### config.mk
export PLATFORM = sky130hd
export DESIGN_NAME = uart_rx_fifo
export DESIGN_NICKNAME = d
export VERILOG_FILES = /design/src/rtl/uart_rx_fifo.sv
export SDC_FILE = /design/constraint.sdc
export NUM_CORES = 1
export LEC_CHECK = 0
export BUFFER_PORTS_ARGS = -buffer_cell sky130_fd_sc_hd__clkbuf_2
export CORE_ASPECT_RATIO = 1.1
export CORE_UTILIZATION = 61
export DETAILED_ROUTE_END_ITERATION = 6
export GPL_TIMING_DRIVEN = 0
export HOLD_SLACK_MARGIN = 0.12
export PLACE_DENSITY = 0.85
export SYNTH_ARGS = -nofsm -noshare
export SYNTH_HDL_FRONTEND = slang
export SYNTH_SLANG_ARGS = --single-unit
### constraint.sdc
create_clock -name clk -period 4.9 [get_ports clk]
set_input_delay 0.49 -clock clk [delete_from_list [all_inputs] [get_ports clk]]
set_output_delay 0.49 -clock clk [all_outputs]
set_load 0.05 [all_outputs]
### src/rtl/uart_rx_fifo.sv
// uart_rx_fifo: RS232 receiver with runtime baud divisor, DATA_BITS 5..9,
// one or two stop bits, mid-bit start validation and a receive FIFO.
// Optional parity checking is compiled in with `define UART_RX_PARITY_EN.
// Handshake: rdy means the FIFO head is valid on data; a one-cycle done
// while rdy = 1 pops that head, and data shows the next entry a cycle later.
module uart_rx_fifo #(
  parameter int DATA_BITS = 8,
  parameter int DIV_W     = 12,
  parameter int FIFO_AW   = 3,
  parameter int STOP2     = 0
`ifdef UART_RX_PARITY_EN
  , parameter int PARITY_ODD = 0
`endif
) (
  input  logic                 clk,
  input  logic                 rst,
  input  logic                 RxD,
  input  logic [DIV_W-1:0]     div,
  input  logic                 done,
  input  logic                 clr_err,
  output logic                 rdy,
  output logic [DATA_BITS-1:0] data,
  output logic [FIFO_AW:0]     count,
  output logic                 ferr,
  output logic                 ovr,
  output logic                 perr
);

  localparam int BW    = (DATA_BITS > 1) ? $clog2(DATA_BITS) : 1;
  localparam int DEPTH = 1 << FIFO_AW;

  typedef enum logic [2:0] {IDLE, START, DATA, PAR, STOP} state_t;

  state_t               state_q, state_d;
  logic                 q0, q1;
  logic [DIV_W-1:0]     divq;
  logic [DIV_W-1:0]     tick;
  logic [BW-1:0]        bitcnt;
  logic                 stopcnt;
  logic [DATA_BITS-1:0] shreg;
  logic [DATA_BITS-1:0] mem [DEPTH];
  logic [FIFO_AW:0]     wptr, rptr;

  logic bit_end, half;
  logic load, tick_clr, shift_en, stop_low, frame_end, par_bad;
  logic full, empty, pop, push;

  assign bit_end = (tick == divq - DIV_W'(1));
  assign half    = (tick == (divq >> 1));

  // Two-flop synchroniser; reset to the idle-high line level.
  always_ff @(posedge clk or posedge rst) begin
    if (rst) begin
      q0 <= 1'b1;
      q1 <= 1'b1;
    end else begin
      q0 <= RxD;
      q1 <= q0;
    end
  end

  // FSM state register.
  always_ff @(posedge clk or posedge rst) begin
    if (rst) state_q <= IDLE;
    else     state_q <= state_d;
  end

  // Next state and per-cycle control strobes for the datapath.
  always_comb begin
    state_d   = state_q;
    load      = 1'b0;
    tick_clr  = 1'b0;
    shift_en  = 1'b0;
    stop_low  = 1'b0;
    frame_end = 1'b0;
    par_bad   = 1'b0;
    case (state_q)
      IDLE: begin
        if (q1 && !q0) begin
          load    = 1'b1;
          state_d = START;
        end
      end
      START: begin
        // A high sample at mid start bit is a glitch, not a frame.
        if (half) begin
          tick_clr = 1'b1;
          state_d  = q0 ? IDLE : DATA;
        end
      end
      DATA: begin
        if (bit_end) begin
          tick_clr = 1'b1;
          shift_en = 1'b1;
          if (bitcnt == BW'(DATA_BITS - 1)) begin
`ifdef UART_RX_PARITY_EN
            state_d = PAR;
`else
            state_d = STOP;
`endif
          end
        end
      end
`ifdef UART_RX_PARITY_EN
      PAR: begin
        if (bit_end) begin
          tick_clr = 1'b1;
          par_bad  = (q0 != ((^shreg) ^ 1'(PARITY_ODD)));
          state_d  = STOP;
        end
      end
`endif
      STOP: begin
        if (bit_end) begin
          tick_clr = 1'b1;
          stop_low = !q0;
          if (STOP2 == 0 || stopcnt) begin
            frame_end = 1'b1;
            state_d   = IDLE;
          end
        end
      end
      default: state_d = IDLE;
    endcase
  end

  // Bit timing, bit counters and the data shift register.
  always_ff @(posedge clk or posedge rst) begin
    if (rst) begin
      divq    <= '0;
      tick    <= '0;
      bitcnt  <= '0;
      stopcnt <= 1'b0;
      shreg   <= '0;
    end else begin
      if (load) begin
        divq    <= div;
        tick    <= '0;
        bitcnt  <= '0;
        stopcnt <= 1'b0;
      end else if (tick_clr || state_q == IDLE) begin
        tick <= '0;
      end else begin
        tick <= tick + DIV_W'(1);
      end
      if (shift_en) begin
        shreg  <= {q0, shreg[DATA_BITS-1:1]};
        bitcnt <= bitcnt + BW'(1);
      end
      if (state_q == STOP && bit_end) stopcnt <= 1'b1;
    end
  end

  assign empty = (wptr == rptr);
  assign full  = (wptr[FIFO_AW] != rptr[FIFO_AW]) &&
                 (wptr[FIFO_AW-1:0] == rptr[FIFO_AW-1:0]);
  assign pop   = done && !empty;
  // A pop in the same cycle frees the slot, so a full FIFO still accepts.
  assign push  = frame_end && (!full || pop);

  // FIFO storage; contents need no reset because data is gated by rdy.
  always_ff @(posedge clk) begin
    if (push) mem[wptr[FIFO_AW-1:0]] <= shreg;
  end

  // FIFO pointers.
  always_ff @(posedge clk or posedge rst) begin
    if (rst) begin
      wptr <= '0;
      rptr <= '0;
    end else begin
      if (push) wptr <= wptr + 1'b1;
      if (pop)  rptr <= rptr + 1'b1;
    end
  end

  // Sticky error flags; a new error in the clearing cycle survives.
  always_ff @(posedge clk or posedge rst) begin
    if (rst) begin
      ferr <= 1'b0;
      ovr  <= 1'b0;
    end else begin
      ferr <= (ferr && !clr_err) || stop_low;
      ovr  <= (ovr && !clr_err) || (frame_end && !push);
    end
  end

`ifdef UART_RX_PARITY_EN
  // Sticky parity error flag.
  always_ff @(posedge clk or posedge rst) begin
    if (rst) perr <= 1'b0;
    else     perr <= (perr && !clr_err) || par_bad;
  end
`else
  assign perr = 1'b0;
`endif

  assign rdy   = !empty;
  assign data  = empty ? '0 : mem[rptr[FIFO_AW-1:0]];
  assign count = wptr - rptr;

endmodule

## Yosys cells after proc, flatten, opt, wreduce, memory -nomap -nowiden

Memory sizes are Yosys's and may differ from the RTL's.
Index checks and enable logic that the tools add are counted.

- Bits in writable memories: 64
- Flip-flop bits (word level): 50
- Input bits: 17
- Memories: 1

- $add $sub $neg: 6
- Muxes and demuxes: 23
- Reductions and logical operators: 20
- Equal/unequal tests: 14

Memories:

| memory | words | bits a word | rd ports | clocked after memory_dff | wr ports | line | text |
|---|---|---|---|---|---|---|---|
| mem | 8 | 8 | 1 | 0 | 1 | 41 | `logic [DATA_BITS-1:0] mem [DEPTH];` |

Operators by type and width:

| kind | number |
|---|---|
| $mux W12 | 2 |
| $mux W3 | 7 |
| $add A12 B1 Y12 const B | 1 |
| $eq A12 B11 Y1 | 1 |
| $eq A12 B12 Y1 | 1 |
| $pmux W3 S4 | 1 |
| $sub A12 B1 Y12 const B | 1 |
| $mux W1 | 10 |
| $ne A2 B2 Y1 const B | 5 |
| $add A4 B1 Y4 const B | 2 |
| $mux W8 | 1 |
| $logic_and A1 B1 Y1 | 7 |
| $eq A3 B3 Y1 const B | 2 |
| $logic_not A1 Y1 | 5 |
| $reduce_and A5 Y1 | 1 |
| $eq A4 B4 Y1 | 1 |
| $logic_or A1 B1 Y1 | 4 |
| $sub A4 B4 Y4 | 1 |
| $add A3 B1 Y3 const B | 1 |
| $eq A3 B1 Y1 const B | 1 |
| $eq A3 B2 Y1 const B | 1 |
| $eq A3 B3 Y1 | 1 |
| $logic_not A3 Y1 | 1 |
| $mux W2 | 1 |
| other kinds (4) | 4 |

## Longest topological paths before layout

Gate-level depths: netlist (run 1).

- Depth after elaboration: 8
- Gate-level depth with buffers: 10
- Mapped depth without buffers: 8

## Worst setup path after synthesis (run 1)

No wires, ideal clock.

- Path type: reg-to-reg
- From: register divq[0]
- To: memory mem[1][0] (enable)
- Library setup time: 398 ps
- Path buffers: 1
- Cell stages (with the launch flop): 10
- Period minus slack after synthesis: 3820 ps
- Data required time: 4502 ps
- Data arrival time: 3422 ps
- Path slack: 1080 ps
- Path through: dfrtp_1 inv_1 ha_1 clkbuf_1 nor3b_1 nand2_1 xnor2_1 or4_4 nor3_4 nor4b_1

- Longest elaborated chain between the ends: 7

RTL lines:

| element | line | text |
|---|---|---|
| from (decl) | 36 | `logic [DIV_W-1:0] divq;` |
| from (signal assigned) | 137 | `divq <= div;` |
| $sub A12 B1 Y12 | 48 | `assign bit_end = (tick == divq - DIV_W'(1));` |
| $eq A12 B12 Y1 | 48 |  |
| $mux W1 | - |  |
| $mux W1 | 77 | `case (state_q)` |
| $logic_and A1 B1 Y1 | 159 | `assign push = frame_end && (!full \|\| pop);` |
| $mux W1 | 163 | `if (push) mem[wptr[FIFO_AW-1:0]] <= shreg;` |
| $mux W1 (implied by the code) | 163 |  |
| to (decl) | 41 |  |

Every way passes these cells.

## Worst setup path in the final report (run 1)

- From: register rptr[1]
- To: memory mem[3][1] (enable)

- Longest elaborated chain between the ends: 7
- Elaborated cells between the ends (all ways): 10
- Classes of those cells: eq/ne: 2; mux: 2; reduce/logical: 6

RTL lines:

| element | line | text |
|---|---|---|
| from (decl) | 42 | `logic [FIFO_AW:0] wptr, rptr;` |
| from (signal assigned) | 173 | `if (pop) rptr <= rptr + 1'b1;` |
| $eq A4 B4 Y1 or $eq A3 B3 Y1 (tied branches) | 154, 156 |  |
| $logic_not A1 Y1 or $logic_and A1 B1 Y1 (tied branches) | 157, 155 |  |
| $logic_and A1 B1 Y1 or $logic_not A1 Y1 (tied branches) | 157, 159 |  |
| $logic_or A1 B1 Y1 (*) | 159 |  |
| $logic_and A1 B1 Y1 (*) | 159 |  |
| $mux W1 (*) | 163 |  |
| $mux W1 (implied by the code) (*) | 163 |  |

Every way passes the cells marked *; elsewhere a longest branch is shown, timed or not.

==> results.py, run 1 <==
metrics = {
    "routing": {
        "route.top_layer_used": "met4",
        "final_antenna_violating_net_count": 0,
        "detail_route.wirelength.met1_um": 4320,
        "routed_wl_met3_um": 464,
        "drtIter0Drc": 167,
        "drt-vias-per-instance": 5.95,
        "drt_pre_antenna_iters": 4,
        "drc_errors": 0,
        "wire_length_per_cell_after_detailed_routing_um": 19.5,
        "drt_wl_total_um": 11300,
        "route.met2.wl_um": 6270,
        "routed-via-count": 3439,
    },
    "pwr": {
        "p_switching_mw": 1.43,
        "power.internal_mw": 2.35,
        "static-leakage-power_nw": 2.46,
        "ir_drop_uv": 342,
        "comb_power_share": 0.344,
        "clockPowerShare": 0.338,
        "power.switching_fraction": 0.378,
        "power_density_nw_per_um2": 589,
        "power.share.sequential": 0.319,
    },
    "worst_hold_path": {
        "hold_path.class": "primary input to flip-flop",
    },
    "clocking": {
        "cts.root.buffer_cell": "clkbuf_8",
        "cts.sinks": 114,
        "cts_setup_buffers": 0,
        "buffers_from_clock_root_to_sink_at_most": 2,
        "cts.reportedPaths.clkPinSlew_ns": 0.06,
        "cts_tree": "done",
        "clock_latency_ns": 0.52,
        "cts-htree-levels": 4,
        "cts_buf_count": 17,
    },
    "sta": {
        "maxSlewViolCount": 0,
        "least_setup_slack_across_all_paths_after_layout_ns": 0.565,
        "grt_setup_unrepaired": "false",
        "achievable-frequency_ghz": 0.231,
        "timing_hold_violations_final": 0,
        "post-route-period-util": 0.885,
        "finalSetupTns_ns": 0,
        "period_minus_slack_ns": 4.34,
        "hold_ws_ns": 0.177,
        "setup_viol": 0,
        "clock_skew_ns": 0.00684,
        "transition_time_at_the_pin_with_the_least_slew_margin_ns": 1.17,
        "maxSlewHeadroom": 0.216,
    },
    "die": {
        "die_height_um": 101,
        "effective_utilization_at_floorplan": 0.638,
        "die_area_sq_um": 9310,
        "num_rows": 35,
        "core_region_area_sq_um": 8540,
        "die_w_um": 92.1,
        "design.portCount": 33,
    },
    "critical_path": {
        "crit_end_category": "flip-flop",
        "timing.critical_path.fanout_max": 10,
        "worst_ep_required_time_ns": 5.03,
        "worst_setup_path_start_kind": "flip-flop",
        "timing_worst_setup_path_type": "flip-flop to flip-flop",
        "crit_arrival_ns": 4.47,
    },
    "cells_and_area": {
        "antenna_cells_inserted": 0,
        "stdcell_area_sq_um": 6420,
        "finish.net_count": 481,
        "final_cells": 578,
        "syn2layout_area_growth_pct": 17.8,
        "drive_gt1_frac": 0.268,
    },
    "placed_design": {
        "detailed_place_hpwl_um": 7570,
        "dp_cells": 544,
        "pre_cts_slack_ns": 0.659,
        "place_area_sq_um": 5790,
        "placement.io_buffers": 31,
        "globalplace.congestion": 0.857,
    },
    "synth": {
        "fraction_of_the_mapped_netlist_area_in_simple_logic_gates": 0.127,
        "combinational_family_with_the_most_area_after_synthesis": "simple AND/OR/NAND/NOR gates",
        "area_contributors_post_synth": "edfxtp_1 (35%), dfrtp_1 (22%), mux4_2 (6.6%)",
        "post_synth_most_frequent_cells": "edfxtp_1 (64), dfrtp_1 (48), xor2_1 (28)",
        "synth.net_count": 426,
        "post_synth_xor_area_fraction": 0.0756,
        "yosysUniqueCellTypes": 59,
        "yosysTopAreaCellShare": 0.353,
        "synth-compound-area-share": 0.0429,
        "yosys.cell_count.top_type": "edfxtp_1",
        "yosys.area_share.adder": 0.0243,
        "synth_enable_flop_cells": 64,
        "post-synth-top-area-cell": "edfxtp_1",
        "syn_area_sq_um": 5450,
        "ys_flop_type": "edfxtp_1",
        "ys_seq_elements": 114,
        "synth.mux.area_fraction": 0.113,
        "synth_sequential_area_ratio": 0.583,
        "syn-mean-instance-area_sq_um": 13.7,
        "synthesis_warning_total": 0,
        "syn_inst": 399,
        "async_flop_share": 0.439,
    },
    "global_routing": {
        "antenna_violations_before_repair": 0,
        "grt_pass1_wl_um": 18200,
        "grt_pass1_vias": 3638,
        "grt_max_degree": 45,
        "global_route.overflow_total": 0,
        "grt_use_total": 0.268,
    },
    "status": {
        "run_status": "complete, no violations",
    },
    "run": {
        "maximum_capacitance_violations": 0,
    },
}
## cell type report
class | instances | area (sq um)
Inverter | 15 | 56.3
Clock inverter | 15 | 199
Buffer | 26 | 124
Clock buffer | 17 | 414
Fill cell | 536 | 2120
Sequential cell | 114 | 3180
Timing Repair Buffer | 36 | 208
Tap cell | 111 | 139
Multi-Input combinational cell | 244 | 2100
## cells in the final DEF (no fill, tap or decap), types with 5 or more instances in the layout
cell,count
mux2_2,19
nand2b_1,5
xor2_1,28
buf_4,5
nor4_1,8
inv_1,13
nor3_1,16
nand3_1,11
nor2_1,10
clkbuf_1,15
a21oi_1,12
and3_1,7
clkbuf_2,31
ha_1,9
nand2_1,26
xnor2_1,19
mux4_2,16
edfxtp_1,64
dfrtp_1,48
clkbuf_16,16
## cells by family (layout without fill, tap and decap cells)
kind of cell	count (synthesis)	count (layout)
AO/OA/AOI/OAI	31	31
other	1	1
adder cells (fa/ha/maj)	10	10
AND/OR/NAND/NOR	116	116
buffers and inverters	41	109
XOR/XNOR	47	47
multiplexers	39	39
flip-flops	114	114
## critical path, stage by stage, from the launching register on
cell	delay, ns
dfrtp_1	0.42
clkbuf_1	0.50
clkbuf_1	0.49
inv_1	0.09
ha_1	0.33
nand3_1	0.11
or3_1	0.19
nor2b_1	0.15
nand4_1	0.26
nor3_4	0.39
nor4b_2	1.00
## worst paths after layout
check                                     from                   to  slack, ns  cells after the start
max                        rptr[1]$_DFFE_PP0P_  mem[3][1]$_DFFE_PP_       0.56                     10
min                                     div[1]  divq[1]$_DFFE_PP0P_       0.18                      3
max reg2reg                rptr[1]$_DFFE_PP0P_  mem[3][1]$_DFFE_PP_       0.56                     10
min reg2reg                       q0$_DFF_PP1_         q1$_DFF_PP1_       0.39                      0
max in group asynchronous                  rst         q1$_DFF_PP1_       3.97                      4
min in group asynchronous                  rst  rptr[2]$_DFFE_PP0P_       0.39                      3
## per-layer routing
layer | global-route usage | vias up
met5 | 0 | -
met4 | 0.127 | 0
met3 | 0.0626 | 24
met2 | 0.495 | 123
met1 | 0.292 | 1703
li1 | - | 1589
## what timing repair did
item	4_1_cts	5_1_grt
gates resized for setup	0	0
setup endpoints to repair	0	0
hold buffers	2	0
endpoints found under the hold margin	43	0
## sequential cells by signal, indices dropped and copies added, names as in the netlist
name / cells
mem: 64
divq: 12
tick: 12
shreg: 8
rptr: 4
wptr: 4
bitcnt: 3
state_q: 3
ferr: 1
ovr: 1
q0: 1
q1: 1
## metrics by stage
step                      power (mW)   util
after CTS                       3.79  0.752
after floorplan                 2.21      -
after global placement          2.45  0.672
after detailed placement        2.50  0.678
after global routing            3.94  0.752
final                           3.78  0.752
## power groups by stage
stage	sequential, mW	clock (mW)	combinational [mW]
5_1_grt	1.22	1.32	1.40
3_3_place_gp	1.21	0	1.24
3_5_place_dp	1.22	0	1.29
4_1_cts	1.20	1.28	1.30
6_report	1.20	1.28	1.30
2_1_floorplan	1.19	0	1.02
Note: power is estimated with default switching activity, not from simulation.
==> inputs of run 2 (changes only) <==
--- a/config.mk
+++ b/config.mk
@@ -12,6 +12,7 @@
 export GPL_TIMING_DRIVEN = 0
 export HOLD_SLACK_MARGIN = 0.12
 export PLACE_DENSITY = 0.85
+export RECOVER_POWER = 50
 export SYNTH_ARGS = -nofsm -noshare
 export SYNTH_HDL_FRONTEND = slang
 export SYNTH_SLANG_ARGS = --single-unit
==> run 2 against run 1 <==
Net effect: the run now ends with max-capacitance violations, max-slew violations left; first-iteration DRC count up 5.4%; core utilization down 0.23 points; final area down 0.31%.
==> results.py, run 2 (same netlist as run 1, synthesis figures left out) <==
metrics = {
    "critical_path": {
        "crit_arrival_ns": 4.48,
        "worst_setup_path_start_kind": "flip-flop",
        "crit_end_category": "flip-flop",
        "timing.critical_path.fanout_max": 10,
        "timing_worst_setup_path_type": "flip-flop to flip-flop",
        "worst_ep_required_time_ns": 5.03,
    },
    "global_routing": {
        "global_route.overflow_total": 0,
        "grt_pass1_vias": 3638,
        "grt_use_total": 0.268,
        "antenna_violations_before_repair": 0,
        "grt_pass1_wl_um": 18200,
        "grt_max_degree": 45,
    },
    "routing": {
        "final_antenna_violating_net_count": 0,
        "route.met2.wl_um": 6240,
        "drt_pre_antenna_iters": 5,
        "routed-via-count": 3448,
        "drt-vias-per-instance": 5.97,
        "drc_errors": 0,
        "drt_wl_total_um": 11300,
        "routed_wl_met3_um": 433,
        "route.top_layer_used": "met4",
        "detail_route.wirelength.met1_um": 4380,
        "drtIter0Drc": 176,
        "wire_length_per_cell_after_detailed_routing_um": 19.6,
    },
    "status": {
        "failed_checks": "max-capacitance violations, max-slew violations",
        "run_status": "finished with violations",
    },
    "placed_design": {
        "globalplace.congestion": 0.857,
        "dp_cells": 544,
        "placement.io_buffers": 31,
        "detailed_place_hpwl_um": 7570,
    },
    "clocking": {
        "cts.root.buffer_cell": "clkbuf_8",
        "cts.sinks": 114,
        "cts_tree": "done",
        "clock_latency_ns": 0.52,
        "cts.reportedPaths.clkPinSlew_ns": 0.06,
        "cts-resized-gates": 0,
        "buffers_from_clock_root_to_sink_at_most": 2,
        "cts_buf_count": 17,
        "cts-hold-fix-buffers": 2,
        "cts_setup_buffers": 0,
        "cts-htree-levels": 4,
    },
    "pwr": {
        "static-leakage-power_nw": 2.44,
        "ir_drop_uv": 343,
        "design_power_total_mw": 3.78,
        "power_density_nw_per_um2": 590,
    },
    "die": {
        "effective_utilization_at_floorplan": 0.638,
        "design.portCount": 33,
        "num_rows": 35,
        "die_w_um": 92.1,
        "die_height_um": 101,
        "core_region_area_sq_um": 8540,
        "die_area_sq_um": 9310,
    },
    "cells_and_area": {
        "largest_reg_flops": 64,
        "antenna_cells_inserted": 0,
        "final_cells": 578,
        "drive_gt1_frac": 0.255,
        "layout.cells.most_common_list": "edfxtp_1 (64), dfrtp_1 (48), clkbuf_2 (29), xor2_1 (28), nand2_1 (26)",
        "commonest_non_fill_non_tap_cell_in_the_layout": "edfxtp_1",
        "ff_latch_area_sq_um": 3180,
        "syn2layout_area_growth_pct": 17.5,
        "fillerInstances": 541,
        "multi_input_gate_area_sq_um": 2100,
        "finish.net_count": 481,
    },
    "worst_hold_path": {
        "hold_path.class": "primary input to flip-flop",
    },
    "sta": {
        "clock_skew_ns": 0.00672,
        "maxSlewHeadroom": -0.548,
        "timing_hold_violations_final": 0,
        "maxSlewViolCount": 45,
        "transition_time_at_the_pin_with_the_least_slew_margin_ns": 2.32,
        "finalSetupTns_ns": 0,
        "period_minus_slack_ns": 4.34,
        "post-route-period-util": 0.887,
        "achievable-frequency_ghz": 0.230,
        "setup_viol": 0,
        "grt_setup_unrepaired": "false",
    },
    "run": {
        "maximum_capacitance_violations": 1,
    },
}
run 2: per-stage QoR:
step                worst slack (ns)  hold slack (ns)  cell area, sq um  utilization
floorplan                       1.08            0.370              5450            -
global placement               0.175            0.386              5740        0.672
finish                         0.556            0.179              6400        0.749
CTS                            0.580            0.170              6420        0.752
detailed placement             0.659            0.380              5790        0.678
global route                   0.298            0.182              6400        0.749
run 2: layout make-up:
| class | instances | area share |
|---|---|---|
| multi-input cells | 244 | 0.329 |
| well taps | 111 | 0.0217 |
| plain buffers | 26 | 0.0194 |
| flip-flops and latches | 114 | 0.496 |
| clock inverters | 15 | 0.0311 |
| clock buffers | 17 | 0.0647 |
| repair buffers | 36 | 0.0293 |
| inverters | 15 | 0.00880 |
run 2: path summary, 6_finish.rpt:
check / cells after the start / end / from / slack (ns)
max in group asynchronous: 4 / shreg[0]$_DFFE_PP0P_ / rst / 2.01
min: 3 / divq[1]$_DFFE_PP0P_ / div[1] / 0.18
max reg2reg: 10 / mem[3][1]$_DFFE_PP_ / rptr[1]$_DFFE_PP0P_ / 0.56
min in group asynchronous: 3 / rptr[2]$_DFFE_PP0P_ / rst / 0.41
min reg2reg: 0 / q1$_DFF_PP1_ / q0$_DFF_PP1_ / 0.42
max: 10 / mem[3][1]$_DFFE_PP_ / rptr[1]$_DFFE_PP0P_ / 0.56
run 2: where the power goes:
group          internal, mW  switching, mW  total, mW  leakage (nW)
logic                 0.456          0.839       1.30          1.02
registers              1.10          0.105       1.20          1.12
clock network         0.793          0.483       1.28         0.303
total                  2.35           1.43       3.78          2.44
run 2: worst max-delay path, stage by stage, from the launching register on:
cell	delay (ns)
dfrtp_1	0.42
clkbuf_1	0.51
clkbuf_1	0.49
inv_1	0.10
ha_1	0.33
nand3_1	0.11
or3_1	0.20
nor2b_1	0.15
nand4_1	0.26
nor3_4	0.39
nor4b_2	1.00
run 2: routing by layer:
metal  up-vias  GRT usage
met5         -          0
met4         0      0.127
met3        25     0.0626
met2       123      0.495
met1      1712      0.292
li1       1588          -
